## src/rtl/adder_bist_pkg.sv

```systemverilog
// Shared definitions for the adder self-test controller: FSM states,
// LFSR feedback mask and the directed opening vectors.
package adder_bist_pkg;

    typedef enum logic [1:0] {
        IDLE  = 2'd0,
        RUN   = 2'd1,
        DRAIN = 2'd2,
        DONE  = 2'd3
    } state_e;

    // Right-shifting Galois mask for x^32 + x^22 + x^2 + x + 1
    localparam logic [31:0] LFSR_TAPS = 32'h8020_0003;

    localparam int NUM_DIRECTED = 4;

    typedef struct packed {
        logic [15:0] a;
        logic [15:0] b;
        logic        cin;
    } vec_t;

    // Directed table; callers truncate operands to their own width
    function automatic vec_t directed_vec(input logic [1:0] idx);
        vec_t v;
        case (idx)
            2'd0:    v = {16'd0,   16'd0, 1'b1};
            2'd1:    v = {16'd14,  16'd1, 1'b1};
            2'd2:    v = {16'd5,   16'd0, 1'b0};
            default: v = {16'd999, 16'd0, 1'b1};
        endcase
        return v;
    endfunction

endpackage

```

## src/rtl/bist_lfsr32.sv

```systemverilog
// 32-bit Galois LFSR with seed reload and enable-gated advance.
module bist_lfsr32
    import adder_bist_pkg::*;
#(
    parameter logic [31:0] SEED = 32'hACE1_0001
) (
    input  logic        clk,
    input  logic        rst,
    input  logic        load_i,
    input  logic        en_i,
    output logic [31:0] state_o
);

    logic [31:0] state_q;
    logic [31:0] state_d;

    always_comb begin
        state_d = state_q;
        if (load_i) begin
            state_d = SEED;
        end else if (en_i) begin
            state_d = state_q[0] ? ((state_q >> 1) ^ LFSR_TAPS) : (state_q >> 1);
        end
    end

    always_ff @(posedge clk) begin
        if (rst) begin
            state_q <= SEED;
        end else begin
            state_q <= state_d;
        end
    end

    assign state_o = state_q;

endmodule

```

## config.mk

```make
export PLATFORM = sky130hd
export DESIGN_NAME = bist_lfsr32
export DESIGN_NICKNAME = d
export VERILOG_FILES = /design/src/rtl/adder_bist_pkg.sv /design/src/rtl/bist_lfsr32.sv
export SDC_FILE = /design/constraint.sdc
export NUM_CORES = 1
export LEC_CHECK = 0
export ABC_CLOCK_PERIOD_IN_PS = 2200
export CORE_MARGIN = 5
export CORE_UTILIZATION = 48
export DETAILED_ROUTE_END_ITERATION = 8
export GPL_TIMING_DRIVEN = 0
export PLACE_DENSITY = 0.82
export SLEW_MARGIN = 20
export SYNTH_ARGS = -nofsm -noshare
export SYNTH_HDL_FRONTEND = slang
export SYNTH_SLANG_ARGS = --single-unit
```

## constraint.sdc

```tcl
create_clock -name clk -period 2.2 [get_ports clk]
set_clock_uncertainty 0.1 [all_clocks]
set_input_delay 0.22 -clock clk [delete_from_list [all_inputs] [get_ports clk]]
set_output_delay 0.22 -clock clk [all_outputs]
set_load 0.005 [all_outputs]
```

==> metrics.csv <==
stage,metric,value,unit
worst_setup_path,crit_slowest_cell,clkdlybuf4s50_1,
yosys,synth.top_cells.by_count,"32 x dfxtp_1, 29 x mux2i_1, 24 x nor2_1",
cells_and_area,utilization,66.9,%
yosys,synthTopCellsByArea,"dfxtp_1 55%, mux2i_1 25%, nor2_1 7.7%",
timing,tightestPinTransition,0.608,ns
worst_setup_path,reg2reg_from,state_o[0],
timing,setup_violations,0,
clock_network,insertion_delay,0.32,ns
global_routing,gr-usage-met1,18.5,%
timing,slew_headroom,59.3,%
hold_path,hold_class,in -> reg,
placed_design,dpl-instance-area,0.00155,sq mm
global_routing,grt_max_degree,11,
yosys,yosysMostFrequentCell,dfxtp_1,
detailed_routing,wirelength,2290,um
timing,finalCriticalPeriod,1.65,ns
timing,rsz0062_at_grt,no,
yosys,async_reset_ff_share,0,%
floorplan,chipHeight,59.5,um
floorplan,die_w,59.5,um
hold_path,min_from,en_i,
cells_and_area,final_layout_size_suffix_gt1_share,8.67,%
timing,finalMaxSlewViolations,0,
placed_design,dpl.hpwl,1670,um
yosys,ys_types,14,
worst_setup_path,startpoint_type,register,
global_routing,grt_first_pass_wirelength,3930,um
clock_network,post_cts_buffers,0,
worst_setup_path,cp_num_buf_inv,1,
placed_design,gp_congestion,0.728,
cells_and_area,largest_reg_flops,32,
worst_setup_path,worstSetupEndpointType,output pin,
run,maxCapViolations,0,
clock_network,clockRootBuffer,clkbuf_4,
global_routing,grt_pass1_vias,853,
detailed_routing,wl_per_cell,12.7,um
floorplan,initial_core_util,48.8,%
detailed_routing,drtPass1Iterations,4,
clock_network,cts_hold_buf,0,
yosys,ys_ff_latch,32,
global_routing,grt_use_met2,22.8,%
worst_setup_path,required,1.88,ns
yosys,syn_area,0.00117,sq mm
global_routing,gr-total-overflow,0,
global_routing,antenna_found_initial,0,
worst_setup_path,crit_family,buffers and inverters,
clock_network,clock_path_buffers,2,
cells_and_area,finalInstanceArea,0.00161,sq mm
detailed_routing,drtIter0Drc,12,
floorplan,ios,36,
global_routing,met3_usage,5.66,%
detailed_routing,ant_nets,0,
global_routing,grtUsageTotal,15.2,%
worst_setup_path,reg2reg_slack,1.25,ns
worst_setup_path,worstReg2RegEnd,state_o[1],
cells_and_area,areaGrowthSynthToFinish,37.2,%
worst_setup_path,rr_worst_depth,2,
yosys,synth_edf_count,0,
cells_and_area,n_antenna_cell,0,
worst_setup_path,crit_arrival,1.33,ns
worst_setup_path,path_cells,clkdlybuf4s50_1,
floorplan,core_area,0.00241,sq mm
yosys,synth_area_leader_cell,dfxtp_1,
outcome,status,"complete, no violations",
worst_setup_path,worst-path-max-fanout,6,
detailed_routing,via_per_inst,4.83,
yosys,ys.flop_type,dfxtp_1,
worst_setup_path,critPathMaxStageDelay,0.55,ns
clock_network,htree_num_levels,2,
clock_network,path_clk_slew,0.09,ns
global_routing,busiest_layer,met2,
yosys,synth_top_area_share,54.5,%
floorplan,rows,18,
yosys,syn-instance-count,108,
timing,max_freq,0.606,GHz
hold_path,whs_path_depth,3,
detailed_routing,drc,0,
yosys,synth_nets,112,
clock_network,cts_buffers,5,
clock_network,cts_sinks,32,
power_and_ir_drop,p_leak,0.000673,uW
clock_network,cts_resized,0,
power_and_ir_drop,p_per_area,637,mW/mm^2
floorplan,die-area,0.00354,sq mm
power_and_ir_drop,peakVddDrop,560,uV
cells_and_area,nets,153,
yosys,syn_avg_cell_area,10.9,sq um
worst_setup_path,critPathKind,reg -> out,
timing,finalSetupTns,0,ns
clock_network,tritoncts,yes,
hold_path,holdPathEnd,state_o[28],
yosys,ys_seq_area_share,54.5,%
placed_design,io_buffers,34,
timing,hold_viol,0,
yosys,yosysWarnings,0,
detailed_routing,vias,870,
timing,min_period_over_period,75.0,%
[worst max-delay path by stage]
stage / start / slack (ns) / depth (start not counted) / endpoint
final: state_o[0] / 0.55 / 1 / state_o[0]
after global routing: state_o[0] / 0.47 / 1 / state_o[0]
after CTS: state_o[0] / 0.52 / 1 / state_o[0]
after detailed placement: load_i / 0.60 / 3 / state_o[21]
after global placement: load_i / 0.66 / 3 / state_o[21]
after floorplan: en_i / 1.20 / 4 / state_o[16]
[cells in the final DEF, fill, tap and decap left out]
| master | count |
|---|---|
| clkbuf_4 | 5 |
| o21ai_1 | 1 |
| xnor2_1 | 2 |
| a211oi_1 | 1 |
| buf_6 | 4 |
| buf_4 | 3 |
| a31oi_1 | 1 |
| and3_1 | 1 |
| or2_1 | 1 |
| nand2_1 | 7 |
| nor2_1 | 24 |
| a21oi_1 | 1 |
| mux2i_1 | 29 |
| nor4_1 | 1 |
| clkbuf_1 | 2 |
| clkdlybuf4s50_1 | 34 |
| dfxtp_1 | 32 |
| clkbuf_8 | 1 |
[final cells by class]
| type | count | area [sq um] |
|---|---|---|
| flip-flops and latches | 32 | 641 |
| plain buffers | 7 | 67.6 |
| fillers | 199 | 798 |
| multi-input cells | 69 | 467 |
| well taps | 30 | 37.5 |
| repair buffers | 34 | 340 |
| clock buffers | 8 | 58.8 |
[metrics by stage]
step	std cells	power, uW	hold WS (ns)	setup slack [ns]
finish	180	1030	0.120	0.549
detailed placement	172	707	0.393	0.597
global route	180	1080	0.135	0.472
floorplan	108	668	0.292	1.20
CTS	180	1040	0.108	0.524
global placement	172	704	0.381	0.655
[report_power, final]
part / total (uW) / internal (uW) / switching, uW
clock network: 334 / 158 / 177
registers: 600 / 591 / 9.62
logic: 91.7 / 52.4 / 39.3
total: 1030 / 801 / 226
[kinds of logic after synthesis]
group | after synthesis | share of synthesized area (%)
multiplexers | 29 | 24.7
XOR/XNOR | 2 | 1.49
AO/OA/AOI/OAI | 4 | 2.02
flip-flops | 32 | 54.5
AND/OR/NAND/NOR | 34 | 11.5
buffers and inverters | 7 | 5.75
[routing by layer]
layer / vias up / share of wire (%)
met1: 398 / 47
met3: 5 / 6.7
met5: - / 0
met4: 0 / 1.9
li1: 440 / -
met2: 27 / 45
Power figures use the tool's default switching activity.
